File: src/rtl/guess_entry.sv
// guess_entry: collects three keypad digits and commits them as a triple with a one-cycle strobe.
// Optional build macro GUESS_DUP_CHECK_EN rejects a digit that is already staged.
`default_nettype none

module guess_entry #(
  parameter int unsigned TIMEOUT = 100000000,
  parameter int unsigned TO_W    = 27
) (
  input  logic       clk,
  input  logic       reset,
  input  logic       key_valid,
  input  logic [3:0] key_code,
  output logic [3:0] oNum1,
  output logic [3:0] oNum2,
  output logic [3:0] oNum3,
  output logic       oNumRdy,
  output logic [1:0] digit_cnt,
  output logic       key_err
);

  typedef enum logic [0:0] {
    ST_ENTRY = 1'b0,
    ST_ISSUE = 1'b1
  } state_t;

  localparam logic [TO_W-1:0] C_TO_LAST = TO_W'((TIMEOUT == 0) ? 0 : TIMEOUT - 1);

  state_t          state_q;
  logic [3:0]      s1_q, s2_q, s3_q;
  logic [TO_W-1:0] to_q;
  logic            dup_d;
  logic            to_hit_d;

  always_comb begin
    dup_d = 1'b0;
`ifdef GUESS_DUP_CHECK_EN
    // Only occupied slots count; empty slots hold 0, which is also a legal digit.
    if ((digit_cnt >= 2'd1) && (s1_q == key_code)) dup_d = 1'b1;
    if ((digit_cnt >= 2'd2) && (s2_q == key_code)) dup_d = 1'b1;
`endif
    to_hit_d = (TIMEOUT != 0) && (digit_cnt != 2'd0) && (to_q == C_TO_LAST);
  end

  always_ff @(posedge clk or negedge reset) begin
    if (!reset) begin
      state_q   <= ST_ENTRY;
      s1_q      <= '0;
      s2_q      <= '0;
      s3_q      <= '0;
      to_q      <= '0;
      oNum1     <= '0;
      oNum2     <= '0;
      oNum3     <= '0;
      oNumRdy   <= 1'b0;
      digit_cnt <= '0;
      key_err   <= 1'b0;
    end else begin
      key_err <= 1'b0;
      oNumRdy <= 1'b0;
      case (state_q)
        ST_ISSUE: begin
          state_q <= ST_ENTRY;
          to_q    <= '0;
        end
        default: begin
          if (key_valid) begin
            to_q <= '0;
            if (key_code <= 4'd9) begin
              if ((digit_cnt == 2'd3) || dup_d) begin
                key_err <= 1'b1;
              end else begin
                case (digit_cnt)
                  2'd0:    s1_q <= key_code;
                  2'd1:    s2_q <= key_code;
                  default: s3_q <= key_code;
                endcase
                digit_cnt <= digit_cnt + 2'd1;
              end
            end else begin
              case (key_code)
                4'hA: begin
                  if (digit_cnt == 2'd0) begin
                    key_err <= 1'b1;
                  end else begin
                    case (digit_cnt)
                      2'd1:    s1_q <= '0;
                      2'd2:    s2_q <= '0;
                      default: s3_q <= '0;
                    endcase
                    digit_cnt <= digit_cnt - 2'd1;
                  end
                end
                4'hB: begin
                  s1_q      <= '0;
                  s2_q      <= '0;
                  s3_q      <= '0;
                  digit_cnt <= '0;
                end
                4'hE: begin
                  if (digit_cnt == 2'd3) begin
                    oNum1     <= s1_q;
                    oNum2     <= s2_q;
                    oNum3     <= s3_q;
                    s1_q      <= '0;
                    s2_q      <= '0;
                    s3_q      <= '0;
                    digit_cnt <= '0;
                    oNumRdy   <= 1'b1;
                    state_q   <= ST_ISSUE;
                  end else begin
                    key_err <= 1'b1;
                  end
                end
                default: key_err <= 1'b1;
              endcase
            end
          end else if (to_hit_d) begin
            s1_q      <= '0;
            s2_q      <= '0;
            s3_q      <= '0;
            digit_cnt <= '0;
            to_q      <= '0;
          end else if ((digit_cnt == 2'd0) || (TIMEOUT == 0)) begin
            to_q <= '0;
          end else begin
            to_q <= to_q + 1'b1;
          end
        end
      endcase
    end
  end

endmodule

`default_nettype wire

File: config.mk
export PLATFORM = sky130hd
export DESIGN_NAME = guess_entry
export DESIGN_NICKNAME = d
export VERILOG_FILES = /design/src/rtl/guess_entry.sv
export SDC_FILE = /design/constraint.sdc
export NUM_CORES = 1
export LEC_CHECK = 0
export ABC_AREA = 0
export ABC_CLOCK_PERIOD_IN_PS = 2900
export BUFFER_PORTS_ARGS = -buffer_cell sky130_fd_sc_hd__buf_2
export CAP_MARGIN = 0
export CELL_PAD_IN_SITES_DETAIL_PLACEMENT = 0
export CELL_PAD_IN_SITES_GLOBAL_PLACEMENT = 1
export CORE_MARGIN = 2
export CORE_UTILIZATION = 47
export DETAILED_ROUTE_END_ITERATION = 8
export PLACE_DENSITY_LB_ADDON = 0.1
export RECOVER_POWER = 100
export SLEW_MARGIN = 20
export SYNTH_ARGS = -nofsm -noshare
export SYNTH_HDL_FRONTEND = slang
export SYNTH_SLANG_ARGS = --single-unit
File: constraint.sdc
create_clock -name clk -period 2.9 [get_ports clk]
set_clock_uncertainty 0.2 [all_clocks]
set_input_delay 0.145 -clock clk [delete_from_list [all_inputs] [get_ports clk]]
set_output_delay 0.145 -clock clk [all_outputs]
set_load 0.005 [all_outputs]
==> flow_metrics.tcl <==
set metrics [dict create \
    yosysWarningCount 0 \
    final_nets 272 \
    yosys-top-cells-area "dfrtp_1 (51%), mux2_2 (8.0%), xor2_1 (5.6%), nor2_1 (4.6%), xnor2_1 (3.3%)" \
    core_area_mm2 0.00551 \
    syn_avg_cell_area_um2 11.7 \
    ys_ff_latch 55 \
    first_pass_iters 4 \
    pwr-share-clk 0.289 \
    diodes 0 \
    dieArea_mm2 0.00633 \
    crit_path_cell_trace "inv_1 -> ha_1 -> nor3b_1 -> and4_1 -> a31oi_1 -> or4b_4 -> mux2_4" \
    cts_resized 0 \
    drt_iter0_drc 51 \
    synthCells 230 \
    p_switching_mw 0.429 \
    max-cap-violations 1 \
    num_rows 27 \
    cellLeakagePower_nw 1.38 \
    gp_congestion 0.808 \
    wl_um 4850 \
    max_stage_delay_ns 0.62 \
    worstSetupEndpointType "flip-flop" \
    clock_latency_ns 0.31 \
    setup_viol 0 \
    p_seq_frac 0.553 \
    ys_types 42 \
    crit_buf_inv 1 \
    start_util 0.487 \
    yosys-top-cells-count "dfrtp_1 (55), nor2_1 (33), mux2_2 (19)" \
    critical_path_class "reg -> reg" \
    power_frac_comb 0.158 \
    synth.most_common_cell "dfrtp_1" \
    cts_buffers 5 \
    synthArstFlopShare 1.00 \
    cp_max_fo 6 \
    hold_violations 0 \
    syn_to_final_growth_pct 10.5 \
    drive_gt1_frac 0.215 \
    avgRoutedWirePerCell_um 14.6 \
    hpwl_um 3460 \
    fin_hold_ws_ns 0.0198 \
    ioPinCount 23 \
    startpoint_type "flip-flop" \
    slew_viol_final 36 \
    critical-path-top-delay-family "simple AND/OR/NAND/NOR gates" \
    synth_edf_count 0 \
    violations "capacitance limit, slew limit" \
    post_cts_buffers 0 \
    power.density_mw_per_mm2 517 \
    cts_num_sinks 55 \
    instances_no_fill 333 \
    grt_max_degree 36 \
    power.internal_mw 1.10 \
    grt_pass1_wl_um 8660 \
    status "complete, but fails checks" \
    netlist_area_mm2 0.00268 \
    grt_overflow_total 0 \
    route.antenna.remaining_nets 0 \
    dp_cells 324 \
    finalSetupTns_ns 0 \
    required_ns 2.90 \
    max_freq_ghz 0.379 \
    synth_nets 242 \
    slew_headroom -0.270 \
    io_buffers 22 \
    viasPerCell 5.22 \
    utilization 0.538 \
    clk_pin_slew_ns 0.10 \
    fp.dieH_um 79.5 \
    dr_total_vias 1738 \
    ys.flop_type "dfrtp_1" \
    worstMarginPinSlew_ns 1.90 \
    h-tree-depth 2 \
    netlist.area_leader.share 0.513 \
    rsz0062_at_grt "no" \
    antenna_found_initial 0 \
    clock_path_buffers 2 \
    swShare 0.280 \
    min_period_ns 2.64 \
    yosys.area.top_type "dfrtp_1" \
    drc 0 \
    finalCritPeriodShare 0.910 \
    power.total_mw 1.53 \
    cp.arrival_ns 2.64 \
    ys_seq_area_frac 0.513 \
    grtUsageTotal 0.175 \
    cts_root_buf "clkbuf_8" \
    grt_pass1_vias 1768 \
    fp.dieW_um 79.5 \
    cts_tree "yes" \
    slowest_stage "or4b_4" \
    hold_class "in -> reg" \
    ir_drop_mv 0.336 \
]
==> sequential cells by signal (all words and copies together) (netlist names) <==
name       cells
state_q        1
to_q          27
s1_q           4
oNum1          4
s2_q           4
digit_cnt      2
s3_q           4
oNum2          4
key_err        1
oNum3          4
==> power groups by stage <==
stage | clock [mW] | sequential (mW) | combinational, mW
after floorplan | 0 | 0.857 | 0.168
after global placement | 0 | 0.861 | 0.253
after detailed placement | 0 | 0.864 | 0.251
after CTS | 0.463 | 0.848 | 0.253
after global routing | 0.498 | 0.857 | 0.274
final | 0.442 | 0.848 | 0.243
==> layout make-up <==
cell class	instances	area (um2)
inverter	5	18.8
clock buffer	5	68.8
sequential	55	1380
tap	72	90.1
fill	501	2540
timing repair buffer	29	146
clock inverter	3	25.0
multi-input combinational	164	1240
==> routing by layer <==
layer / vias up / GRT usage / share of wire
met5: - / 0 / 0
met4: 0 / 0.0362 / 0.0087
met3: 4 / 0.0385 / 0.033
met2: 24 / 0.276 / 0.47
met1: 845 / 0.250 / 0.49
li1: 865 / - / -
==> per-stage QoR <==
| stage | setup WS, ns | area [um2] |
|---|---|---|
| 4_1_cts | 0.336 | 3000 |
| 2_1_floorplan | 0.473 | 2680 |
| 6_report | 0.260 | 2960 |
| 3_5_place_dp | 0.351 | 2900 |
| 3_3_place_gp | 0.407 | 2900 |
| 5_1_grt | 0.116 | 2960 |
==> what timing repair did <==
action / CTS / global route
endpoints found under the setup margin: 0 / 0
endpoints found under the hold margin: 33 / 0
hold buffers: 1 / 0
==> worst register-to-register path: stages (launching register included) <==
cell and delay, ns:
dfrtp_1 0.40, inv_1 0.10, ha_1 0.27, nor3b_1 0.19
and4_1 0.21, a31oi_1 0.24, or4b_4 0.62, mux2_4 0.31
==> cell usage in the layout, fill, tap and decap left out, types with 2 or more instances in the layout <==
cell type | synthesis | final
nor4_1 | 3 | 3
ha_1 | 5 | 5
inv_6 | 0 | 2
clkbuf_8 | 0 | 5
mux2_4 | 4 | 4
and3_1 | 9 | 9
nand2_1 | 10 | 10
inv_1 | 5 | 5
and2_1 | 4 | 3
clkbuf_2 | 0 | 2
o211ai_1 | 2 | 2
buf_4 | 1 | 3
o32ai_1 | 2 | 2
and4_1 | 2 | 2
nor4b_4 | 2 | 2
mux2_2 | 19 | 19
nor3b_1 | 2 | 3
nand3_1 | 11 | 11
xor2_1 | 17 | 17
dfrtp_1 | 55 | 55
mux2_1 | 2 | 2
xnor2_1 | 10 | 10
clkbuf_1 | 2 | 9
buf_2 | 2 | 14
nand4_1 | 9 | 9
nor2_1 | 33 | 33
==> worst paths after layout <==
kind / cells past startpoint / endpoint / slack [ns] / start
setup reg to reg: 7 / s3_q[0] / 0.26 / digit_cnt[0]
max in group asynchronous: 3 / to_q[25] / 0.65 / reset
setup / recovery: 7 / s3_q[0] / 0.26 / digit_cnt[0]
min in group asynchronous: 2 / key_err / 0.69 / reset
hold reg to reg: 1 / to_q[0] / 0.29 / to_q[0]
hold / removal: 3 / digit_cnt[0] / 0.02 / key_valid
==> logic make-up (layout without fill, tap and decap cells) <==
kind of cell / after synthesis / after routing / synth area share
flops: 55 / 55 / 0.513
fa+ha+maj: 5 / 5 / 0.0233
buf+inv: 11 / 42 / 0.0177
xor+xnor: 27 / 27 / 0.0882
mux: 26 / 26 / 0.114
compound gates: 10 / 10 / 0.0336
simple gates: 96 / 96 / 0.210
Power figures use the tool's default switching activity.
